===== src/rtl/keypad_pkg.sv =====
// Shared key codes, FSM states and defaults for the keypad time-entry front end.
package keypad_pkg;

  localparam logic [3:0] KEY_POT   = 4'hA;
  localparam logic [3:0] KEY_START = 4'hB;
  localparam logic [3:0] KEY_CLEAR = 4'hC;
  localparam logic [3:0] R_DEFAULT = 4'd9;

  typedef enum logic [1:0] {
    ENTRY,
    POWER,
    LOCKED
  } state_t;

  function automatic logic is_digit(input logic [3:0] code);
    return code <= 4'd9;
  endfunction

endpackage


===== src/rtl/key_debounce.sv =====
// Debounces the raw scanner key and emits one registered event per press.
module key_debounce #(
  parameter int DEB_CYCLES = 4
) (
  input  logic       clk,
  input  logic       rst,
  input  logic [3:0] key,
  input  logic       key_valid,
  output logic       evt,
  output logic [3:0] evt_code
);

  localparam int CW = 16;
  localparam logic [CW-1:0] CNT_LAST = CW'(DEB_CYCLES - 1);

  logic [3:0]    prev_key;
  logic          prev_valid;
  logic [CW-1:0] cnt;
  logic [CW-1:0] cnt_nxt;
  logic          armed;
  logic          stable;

  // A key only counts as stable when it was also valid on the previous cycle,
  // so the first held cycle always starts the count at zero.
  always_comb begin
    stable  = key_valid && prev_valid && (key == prev_key);
    cnt_nxt = '0;
    if (stable)
      cnt_nxt = (cnt == CNT_LAST) ? cnt : cnt + CW'(1);
  end

  always_ff @(posedge clk or posedge rst) begin
    if (rst) begin
      prev_key   <= '0;
      prev_valid <= 1'b0;
      cnt        <= '0;
      armed      <= 1'b1;
      evt        <= 1'b0;
      evt_code   <= '0;
    end else begin
      prev_key   <= key;
      prev_valid <= key_valid;
      cnt        <= cnt_nxt;
      evt        <= 1'b0;
      if (!key_valid) begin
        armed <= 1'b1;
      end else if (armed && cnt_nxt == CNT_LAST) begin
        evt      <= 1'b1;
        evt_code <= key;
        armed    <= 1'b0;
      end
    end
  end

endmodule


===== src/rtl/keypad_time_entry.sv =====
// Keypad front end: assembles BCD cook time, power level and a door-gated start strobe.
module keypad_time_entry
  import keypad_pkg::*;
#(
  parameter int DEB_CYCLES = 4
) (
  input  logic        clk,
  input  logic        rst,
  input  logic [3:0]  key,
  input  logic        key_valid,
  input  logic        porta,
  output logic [11:0] t,
  output logic [3:0]  r,
  output logic        conf,
  output logic        err,
  output logic        locked
);

  logic        evt;
  logic [3:0]  evt_code;
  state_t      state, state_nxt;
  logic [11:0] t_nxt;
  logic [3:0]  r_nxt;
  logic        conf_nxt, err_nxt, locked_nxt;
  logic        start_ok;

  key_debounce #(.DEB_CYCLES(DEB_CYCLES)) u_deb (
    .clk      (clk),
    .rst      (rst),
    .key      (key),
    .key_valid(key_valid),
    .evt      (evt),
    .evt_code (evt_code)
  );

  // A start needs a closed door, a non-zero time and a legal seconds-tens digit.
  assign start_ok = !porta && (t != 12'h000) && (t[7:4] <= 4'd5);

  always_comb begin
    state_nxt  = state;
    t_nxt      = t;
    r_nxt      = r;
    conf_nxt   = 1'b0;
    err_nxt    = 1'b0;
    locked_nxt = locked;
    if (evt) begin
      unique case (state)
        ENTRY: begin
          if (is_digit(evt_code)) begin
            t_nxt = {t[7:0], evt_code};
          end else if (evt_code == KEY_POT) begin
            state_nxt = POWER;
          end else if (evt_code == KEY_CLEAR) begin
            t_nxt = 12'h000;
            r_nxt = R_DEFAULT;
          end else if (evt_code == KEY_START) begin
            if (start_ok) begin
              conf_nxt   = 1'b1;
              locked_nxt = 1'b1;
              state_nxt  = LOCKED;
            end else begin
              err_nxt = 1'b1;
            end
          end
        end
        POWER: begin
          if (is_digit(evt_code)) begin
            r_nxt     = evt_code;
            state_nxt = ENTRY;
          end else if (evt_code == KEY_CLEAR) begin
            r_nxt     = R_DEFAULT;
            state_nxt = ENTRY;
          end
        end
        LOCKED: begin
          if (evt_code == KEY_CLEAR) begin
            t_nxt      = 12'h000;
            r_nxt      = R_DEFAULT;
            locked_nxt = 1'b0;
            state_nxt  = ENTRY;
          end
        end
        default: state_nxt = ENTRY;
      endcase
    end
  end

  always_ff @(posedge clk or posedge rst) begin
    if (rst) begin
      state  <= ENTRY;
      t      <= 12'h000;
      r      <= R_DEFAULT;
      conf   <= 1'b0;
      err    <= 1'b0;
      locked <= 1'b0;
    end else begin
      state  <= state_nxt;
      t      <= t_nxt;
      r      <= r_nxt;
      conf   <= conf_nxt;
      err    <= err_nxt;
      locked <= locked_nxt;
    end
  end

endmodule


===== config.mk =====
export PLATFORM = sky130hd
export DESIGN_NAME = keypad_time_entry
export DESIGN_NICKNAME = d
export VERILOG_FILES = /design/src/rtl/keypad_pkg.sv /design/src/rtl/key_debounce.sv /design/src/rtl/keypad_time_entry.sv
export SDC_FILE = /design/constraint.sdc
export NUM_CORES = 1
export LEC_CHECK = 0
export ABC_AREA = 1
export CORE_UTILIZATION = 40
export DETAILED_ROUTE_END_ITERATION = 16
export PLACE_DENSITY = 0.71
export SYNTH_ARGS = -nofsm -noshare
export SYNTH_HDL_FRONTEND = slang
export SYNTH_SLANG_ARGS = --single-unit

===== constraint.sdc =====
create_clock -name clk -period 1.72 [get_ports clk]
set_input_delay 0.258 -clock clk [delete_from_list [all_inputs] [get_ports clk]]
set_output_delay 0.258 -clock clk [all_outputs]
set_load 0.005 [all_outputs]

==> run_results.csv, run 1 <==
group,metric,value,unit
synth,syn-num-nets,353,
detailed_routing,drt_iter0_markers,126,
outcome,violations,"negative setup slack",
global_route,grt_pass1_wl,10600,um
synth,synth.cell_area,0.00255,mm2
placement,dpl.cell_count,482,
timing,relSlewSlack,72.5,%
die,die_h,81.9,um
finish,fin_cells,506,
worst_setup_path,cp_max_fo,5,
detailed_routing,route.detailed.drc,0,
detailed_routing,via_count,2636,
finish,nets,439,
worst_setup_path,arrival,2.12,ns
finish,final_common_cell,"nand2_1",
power,p_comb_share,4.1,%
die,core,0.00603,mm2
clock_tree,hold_buffers,0,
synth,ys_seq_area_share,47.2,%
global_route,track_usage,21.1,%
synth,yosys_most_used_dff,"dfrtp_1",
synth,synth_edf_count,0,
power,ir_drop,0.456,mV
worst_setup_path,end_kind,"flip-flop",
power,netSwitchingFraction,21.1,%
global_route,grt_overflow_total,0,
timing,setup_tns,-0.829,ns
global_route,antenna_found_initial,0,
worst_setup_path,cp_data_required_time,1.92,ns
power,p_switching,0.471,mW
detailed_routing,via_per_inst,5.21,
min_path,min-delay-path-class,"input pin to async pin",
placement,place.gp.congestion,0.900,
finish,area_delta_synth_final,44.8,%
clock_tree,cts_buffers,5,
timing,slew_viol_final,0,
synth,ys_top_cells_by_area,"dfrtp_1 44%, nand2_1 14%, inv_1 8.7%",
worst_setup_path,crit_type,"flip-flop to flip-flop",
synth,synth_top_area_share,44.1,%
die,die_x,81.9,um
synth,ys_warn_count,0,
run,cap_violations,0,
timing,fmax,0.520,GHz
synth,syn-instance-count,344,
finish,diodes,0,
detailed_routing,drt-total-wl,7140,um
outcome,status,"complete, but fails checks",
power,p_seq_share,50.9,%
die,rows,28,
power,p_leak,1.76,nW
timing,fin_skew,0.0133,ns
timing,fin_ws,-0.203,ns
synth,async_reset_ff_share,100,%
detailed_routing,drt-pass1-iter-count,5,
worst_setup_path,r2r_cells,12,
timing,holdWs,0.248,ns
worst_setup_path,reg2reg_setup_slack,-0.20,ns
clock_tree,numClockSinks,48,
die,dieArea,0.00671,mm2
worst_setup_path,r2r_start,"u_deb.cnt[5]",
worst_setup_path,crit_path_start_kind,"flip-flop",
finish,layout-drive-gt1-share,30.6,%
finish,fin_area,0.00370,mm2
synth,avgSynthCellArea,7.42,um2
finish,layout_common_cells,"77 x nand2_1, 56 x inv_1, 55 x buf_4",
clock_tree,cts.clk_slew.worst_paths,0.10,ns
detailed_routing,wl_per_cell,14.1,um
timing,setup_viol,5,
placement,port_buffers,26,
synth,synth-seq-cells,48,
power,p_clk_share,45.0,%
clock_tree,cts-htree-levels,2,
timing,worstMarginPinSlew,0.412,ns
placement,placed_cell_area,0.00324,mm2
clock_tree,clk_latency,0.32,ns
worst_setup_path,timing.rr.end,"u_deb.evt_code[1]",
clock_tree,cts_tree,"done",
power,powerDensity,604,mW/mm2
timing,fin_crit_sh,112,%
synth,yosys.cell_types.count,30,
global_route,grt_pass1_vias,2416,
clock_tree,cts_buffer_depth,2,
detailed_routing,final_antenna_net_count,0,
power,internal_power,1.76,mW
die,initial_core_util,42.4,%
timing,final_hold_viol_count,0,
placement,dp_hpwl,4770,um
die,ios,27,
synth,yosysTopAreaCell,"dfrtp_1",
timing,fin_crit,1.92,ns
global_route,grt_max_degree,20,
timing,rsz0062_at_grt,"yes",
clock_tree,clock-root-buffer,"clkbuf_8",
==> synth_stat cells (2+ instances only) <==
cell / instances
nand2_1: 95
o21ai_0: 9
nor3_1: 7
a21oi_1: 2
o22ai_1: 15
o21ai_1: 3
nand4_1: 9
xor2_1: 2
nand3b_1: 4
nor2_1: 40
inv_1: 59
dfrtp_1: 45
nand3_1: 26
nor2_2: 5
dfstp_2: 3
nor4_1: 2
nand2_2: 3
buf_2: 3
==> power by group through the flow <==
stage	clock, mW	sequential (mW)	combinational, mW
CTS	1.01	1.14	0.0896
finish	1.00	1.14	0.0915
detailed placement	0	1.16	0.0889
global placement	0	1.16	0.0865
global route	1.05	1.14	0.103
floorplan	0	1.16	0.0336
==> kinds of logic after synthesis <==
logic type	count (synthesis)	synth area share (%)
AND/OR/NAND/NOR	194	33.3
buffers and inverters	64	9.55
flip-flops	48	47.2
AO/OA/AOI/OAI	34	8.48
XOR/XNOR	3	1.03
adder cells (fa/ha/maj)	1	0.490
==> timing repair <==
| item | in CTS | in global routing |
|---|---|---|
| setup buffers | 7 | 9 |
| gates cloned | 0 | 0 |
| pin swaps | 6 | 18 |
| gates resized for setup | 19 | 44 |
| endpoints found under the setup margin | 6 | 19 |
==> metrics by stage <==
| stage | utilization, % | setup WS, ns | power [mW] |
|---|---|---|---|
| global placement | 53.8 | -0.351 | 1.25 |
| global route | 61.4 | -0.326 | 2.29 |
| CTS | 58.0 | -0.0891 | 2.24 |
| floorplan | - | 0.0455 | 1.19 |
| finish | 61.4 | -0.203 | 2.23 |
| detailed placement | 53.8 | -0.395 | 1.25 |
==> metal layers <==
layer	part of all wire [%]	GRT usage (%)	wire length, um	vias to the layer above
met1	42	26.4	3000	1255
met2	49	35.8	3520	89
li1	-	-	-	1268
met3	5.4	3.00	387	24
met5	0	0	0	-
met4	3.3	9.47	236	0
==> worst max-delay path, stage by stage, from the launching register on <==
cell,delay [ns]
dfrtp_2,0.47
nor2_1,0.14
nand2_1,0.11
nor2_1,0.12
nand2_1,0.08
nand2_1,0.08
nand2_1,0.07
nor2_2,0.20
nand3_2,0.12
nor2_4,0.17
nand3_2,0.12
nand2_1,0.08
nand2_1,0.05
==> worst max path at each step <==
stage,endpoint,start,slack (ns),cells past startpoint
2_1_floorplan,u_deb.evt_code[0],u_deb.cnt[0],0.05,12
3_3_place_gp,u_deb.evt_code[1],key[2],-0.35,14
3_5_place_dp,u_deb.evt_code[1],key[2],-0.40,14
4_1_cts,u_deb.evt_code[1],u_deb.cnt[5],-0.09,11
5_1_grt,u_deb.evt_code[1],u_deb.cnt[5],-0.33,12
6_report,u_deb.evt_code[1],u_deb.cnt[5],-0.20,12
==> state kept, by name (all words and copies together), names as in the netlist <==
signal and count:
u_deb.prev_valid 1, u_deb.cnt 16, u_deb.evt_code 4, conf 1, t 12, u_deb.prev_key 4, locked 1, err 1
u_deb.armed 1, u_deb.evt 1, state 2, r 4
==> area by class of cell <==
cell class	instances	area, um2
clock buffer	5	68.8
clock inverter	3	68.8
fill	500	2330
inverter	60	233
multi-input combinational	232	1310
sequential	48	1210
tap	75	93.8
timing repair buffer	83	713
Power figures use the tool's default switching activity.
==> run 2: changes to the inputs <==
--- a/config.mk
+++ b/config.mk
@@ -6,9 +6,12 @@
 export NUM_CORES = 1
 export LEC_CHECK = 0
 export ABC_AREA = 1
+export CORE_MARGIN = 2
 export CORE_UTILIZATION = 40
 export DETAILED_ROUTE_END_ITERATION = 16
 export PLACE_DENSITY = 0.71
+export SKIP_LAST_GASP = 1
 export SYNTH_ARGS = -nofsm -noshare
 export SYNTH_HDL_FRONTEND = slang
 export SYNTH_SLANG_ARGS = --single-unit
+export TNS_END_PERCENT = 5
==> run_results.csv, run 2 (same netlist as run 1, synthesis figures left out) <==
group,metric,value,unit
min_path,min-delay-path-class,"input pin to flip-flop",
detailed_routing,via_per_inst,4.94,
outcome,status,"complete, but fails checks",
detailed_routing,via_count,2501,
finish,largest-register,"u_deb.cnt",
clock_tree,cts_buffer_depth,2,
timing,rsz0062_at_grt,"yes",
worst_setup_path,cp_max_fo,5,
placement,place.gp.congestion,0.851,
global_route,antenna_found_initial,0,
detailed_routing,drt-total-wl,6500,um
power,p_comb_share,3.8,%
finish,layout-drive-gt1-share,25.6,%
die,die_x,83.9,um
worst_setup_path,cpPeakStageDelay,0.42,ns
timing,relSlewSlack,67.5,%
timing,fin_crit_sh,107,%
finish,fin_cells,506,
power,p_clk_share,42.0,%
finish,area_delta_synth_final,41.1,%
worst_setup_path,end_kind,"flip-flop",
global_route,track_usage,18.9,%
detailed_routing,drt_iter0_markers,209,
die,initial_core_util,40.7,%
timing,final_hold_viol_count,0,
placement,placed_cell_area,0.00322,mm2
placement,port_buffers,26,
clock_tree,numClockSinks,48,
finish,layout_common_cells,"83 x nand2_1, 57 x inv_1, 52 x buf_4",
power,p_seq_share,54.2,%
worst_setup_path,critPathSlowestCell,"dfrtp_1",
worst_setup_path,crit_path_start_kind,"flip-flop",
detailed_routing,wl_per_cell,12.9,um
worst_setup_path,cp_data_required_time,1.93,ns
detailed_routing,final_antenna_net_count,0,
timing,fin_crit,1.84,ns
clock_tree,cts_tree,"done",
die,core,0.00628,mm2
power,p_leak,1.76,nW
power,internal_power,1.64,mW
detailed_routing,route.detailed.drc,0,
die,rows,29,
die,die_h,83.9,um
finish,reg_top3,"u_deb.cnt: 16 flops, t: 12 flops",
clock_tree,cts_buffers,5,
global_route,grt_max_degree,49,
clock_tree,clock-root-buffer,"clkbuf_8",
die,dieArea,0.00704,mm2
timing,setup_tns,-1.15,ns
timing,fmax,0.545,GHz
power,ir_drop,0.438,mV
global_route,grt_pass1_wl,10800,um
worst_setup_path,r2r_cells,11,
power,powerDensity,582,mW/mm2
power,p_switching,0.452,mW
finish,final_core_util,57.4,%
clock_tree,cts.clk_slew.worst_paths,0.09,ns
timing,slew_viol_final,0,
min_path,hold_depth,1,
finish,final_common_cell,"nand2_1",
clock_tree,clk_latency,0.31,ns
timing,fin_skew,0.00238,ns
global_route,grt_pass1_vias,2412,
timing,worstMarginPinSlew,0.483,ns
global_route,grt_overflow_total,0,
placement,dpl.cell_count,483,
finish,nets,437,
detailed_routing,drt-pass1-iter-count,4,
timing,fin_ws,-0.116,ns
finish,diodes,0,
worst_setup_path,path_cells,"nand2_2 -> nor2_4 -> nand2_2 -> o21ai_1 -> nand2_1 -> o21bai_4 -> nand2_2 -> nor2_4 -> nand3_4 -> nand2_1 -> nand2_1",
power,p_total,2.10,mW
timing,setup_viol,18,
outcome,violations,"negative setup slack",
die,ios,27,
worst_setup_path,arrival,2.04,ns
power,netSwitchingFraction,21.6,%
placement,dp_hpwl,4560,um
finish,largest_reg_flops,16,
finish,fin_area,0.00360,mm2
worst_setup_path,crit_type,"flip-flop to flip-flop",
clock_tree,cts-htree-levels,2,
run,cap_violations,0,
-- run 2: area by class of cell --
class	instances	area, um2
inverter	60	228
multi-input combinational	232	1250
fill	559	2680
clock inverter	2	38.8
sequential	48	1210
tap	77	96.3
clock buffer	6	82.6
timing repair buffer	81	698
-- run 2: metal layers --
layer	global-route usage [%]	vias to the layer above	wire, um
met1	25.7	1174	2970
met4	4.84	0	68
met5	0	-	0
met3	3.36	7	277
li1	-	1263	-
met2	31.3	57	3190
-- run 2: through the flow --
step | hold WS, ns | worst slack (ns)
after floorplan | 0.289 | 0.0455
after global placement | 0.458 | -0.296
after detailed placement | 0.460 | -0.385
after CTS | 0.315 | -0.0920
after global routing | 0.165 | -0.228
final | 0.141 | -0.116
-- run 2: power by group through the flow --
stage	sequential (mW)	combinational [mW]	clock, mW
6_report	1.14	0.0795	0.880
5_1_grt	1.14	0.0913	0.935
4_1_cts	1.14	0.0819	0.896
3_5_place_dp	1.16	0.0814	0
3_3_place_gp	1.16	0.0799	0
2_1_floorplan	1.16	0.0336	0
-- run 2: path summary, 6_finish.rpt --
path | from | end | slack (ns)
setup / recovery | u_deb.cnt[2] | u_deb.evt_code[2] | -0.12
hold / removal | key[0] | u_deb.prev_key[0] | 0.14
setup reg to reg | u_deb.cnt[2] | u_deb.evt_code[2] | -0.12
hold reg to reg | locked | locked | 0.48
max in group asynchronous | rst | r[3] | 1.15
min in group asynchronous | rst | u_deb.cnt[8] | 0.30
-- run 2: what timing repair did --
action,4_1_cts,5_1_grt
endpoints found under the setup margin,7,23
hold buffers,0,0
resized for setup,15,25
setup buffers,7,8
pin swaps,17,21
-- run 2: critical path: cells and delay by family (launching register included) --
family             cells  cell delay [ns]
AOI/OAI and AO/OA      2             0.28
DFF                    1             0.42
and+or+nand+nor        9             1.03
==> run 3: changes to the inputs <==
--- a/config.mk
+++ b/config.mk
@@ -9,7 +9,7 @@
 export CORE_MARGIN = 2
 export CORE_UTILIZATION = 40
 export DETAILED_ROUTE_END_ITERATION = 16
-export PLACE_DENSITY = 0.71
+export PLACE_DENSITY_LB_ADDON = 0.25
 export SKIP_LAST_GASP = 1
 export SYNTH_ARGS = -nofsm -noshare
 export SYNTH_HDL_FRONTEND = slang
==> run_results.csv, run 3 (same netlist as run 1, synthesis figures left out) <==
group,metric,value,unit
outcome,status,"complete, but fails checks",
outcome,violations,"negative setup slack",
power,internal_power,1.61,mW
clock_tree,numClockSinks,48,
finish,largest-register,"u_deb.cnt",
detailed_routing,route.detailed.drc,0,
worst_setup_path,crit_path_start_kind,"flip-flop",
placement,port_buffers,26,
clock_tree,cts-htree-levels,2,
detailed_routing,wl_per_cell,12.3,um
global_route,antenna_found_initial,0,
clock_tree,clock-root-buffer,"clkbuf_8",
timing,slew_viol_final,0,
run,cap_violations,0,
die,ios,27,
worst_setup_path,reg2reg_setup_slack,-0.11,ns
power,netSwitchingFraction,22.5,%
die,core,0.00628,mm2
clock_tree,clk_latency,0.31,ns
timing,relSlewSlack,75.3,%
worst_setup_path,arrival,2.03,ns
die,die_x,83.9,um
worst_setup_path,crit_type,"flip-flop to flip-flop",
global_route,track_usage,19.2,%
clock_tree,cts_buffers,5,
clock_tree,cts_buffer_depth,2,
timing,fin_crit_sh,106,%
detailed_routing,drt_iter0_markers,129,
worst_setup_path,cp_max_fo,5,
detailed_routing,final_antenna_net_count,0,
placement,place.gp.congestion,0.847,
power,p_clk_share,41.3,%
finish,layout_common_cells,"92 x nand2_1, 57 x inv_1, 46 x buf_4",
finish,fin_area,0.00345,mm2
timing,rsz0062_at_grt,"yes",
detailed_routing,drt-pass1-iter-count,5,
finish,nets,429,
clock_tree,hold_buffers,0,
worst_setup_path,timing.rr.end,"u_deb.evt_code[1]",
timing,setup_viol,5,
worst_setup_path,end_kind,"flip-flop",
min_path,min-delay-path-class,"input pin to async pin",
power,p_comb_share,4.0,%
global_route,grt_max_degree,36,
power,ir_drop,0.427,mV
global_route,grt_pass1_vias,2461,
placement,dp_hpwl,4670,um
finish,area_delta_synth_final,35.2,%
die,dieArea,0.00704,mm2
die,rows,29,
finish,diodes,0,
finish,fin_cells,498,
clock_tree,cts_tree,"done",
placement,dpl_worst_slack,-0.430,ns
global_route,grt_pass1_wl,11200,um
worst_setup_path,r2r_cells,11,
worst_setup_path,r2r_start,"u_deb.cnt[1]",
timing,fmax,0.546,GHz
finish,final_common_cell,"nand2_1",
finish,reg_top3,"u_deb.cnt: 16 flops, t: 12 flops",
power,p_switching,0.467,mW
timing,final_hold_viol_count,0,
timing,fin_skew,0.00967,ns
placement,placed_cell_area,0.00326,mm2
global_route,grt_overflow_total,0,
timing,setup_tns,-0.463,ns
power,powerDensity,602,mW/mm2
detailed_routing,drt-total-wl,6120,um
finish,layout-drive-gt1-share,21.1,%
die,die_h,83.9,um
detailed_routing,via_per_inst,4.94,
power,p_total,2.08,mW
timing,fin_crit,1.83,ns
finish,largest_reg_flops,16,
die,initial_core_util,40.7,%
worst_setup_path,cp_data_required_time,1.92,ns
detailed_routing,via_count,2462,
power,p_leak,1.69,nW
timing,fin_ws,-0.111,ns
placement,dpl.cell_count,488,
timing,holdWs,0.235,ns
timing,worstMarginPinSlew,0.367,ns
clock_tree,cts.clk_slew.worst_paths,0.10,ns
power,p_seq_share,54.8,%
finish,final_core_util,55.0,%
## run 3: metal layers
layer  global-route usage [%]  part of all wire [%]
met5                        0                     0
met1                     27.5                    50
met4                     5.28                   1.2
met2                     29.7                    45
met3                     3.76                   4.3
## run 3: area by class of cell
| type | count | area, um2 |
|---|---|---|
| Fill cell | 587 | 2830 |
| Sequential cell | 48 | 1210 |
| Multi-Input combinational cell | 232 | 1180 |
| Timing Repair Buffer | 73 | 626 |
| Inverter | 60 | 228 |
| Tap cell | 77 | 96.3 |
| Clock buffer | 5 | 68.8 |
| Clock inverter | 3 | 46.3 |
## run 3: critical path: stages, from the launching register on
cell and delay, ns:
dfrtp_1 0.42, nand2_2 0.13, nor2_4 0.17, nand2_1 0.14, o21ai_1 0.15, nand2_1 0.09, o21bai_2 0.16, nand2_2 0.09
nor2_4 0.14, nand3_2 0.12, nand2_1 0.08, nand2_1 0.05
## run 3: worst max path at each step
stage	startpoint	end	slack, ns	cells past startpoint
2_1_floorplan	u_deb.cnt[0]	u_deb.evt_code[0]	0.05	12
3_3_place_gp	key[3]	u_deb.evt_code[0]	-0.36	12
3_5_place_dp	key[3]	u_deb.evt_code[1]	-0.43	12
4_1_cts	u_deb.cnt[4]	u_deb.evt_code[1]	-0.12	11
5_1_grt	u_deb.cnt[1]	u_deb.evt_code[0]	-0.29	12
6_report	u_deb.cnt[1]	u_deb.evt_code[1]	-0.11	11
## run 3: what timing repair did
item | CTS | global route
setup endpoints to repair | 6 | 20
buffers inserted | 0 | 2
endpoints found under the hold margin | 0 | 0
gates resized for setup | 11 | 7
pin swaps | 1 | 0
## run 3: power groups by stage
stage | combinational (mW) | sequential, mW | clock, mW
6_report | 0.0823 | 1.14 | 0.857
5_1_grt | 0.0949 | 1.14 | 0.927
4_1_cts | 0.0849 | 1.14 | 0.880
3_5_place_dp | 0.0843 | 1.16 | 0
3_3_place_gp | 0.0835 | 1.16 | 0
2_1_floorplan | 0.0336 | 1.16 | 0
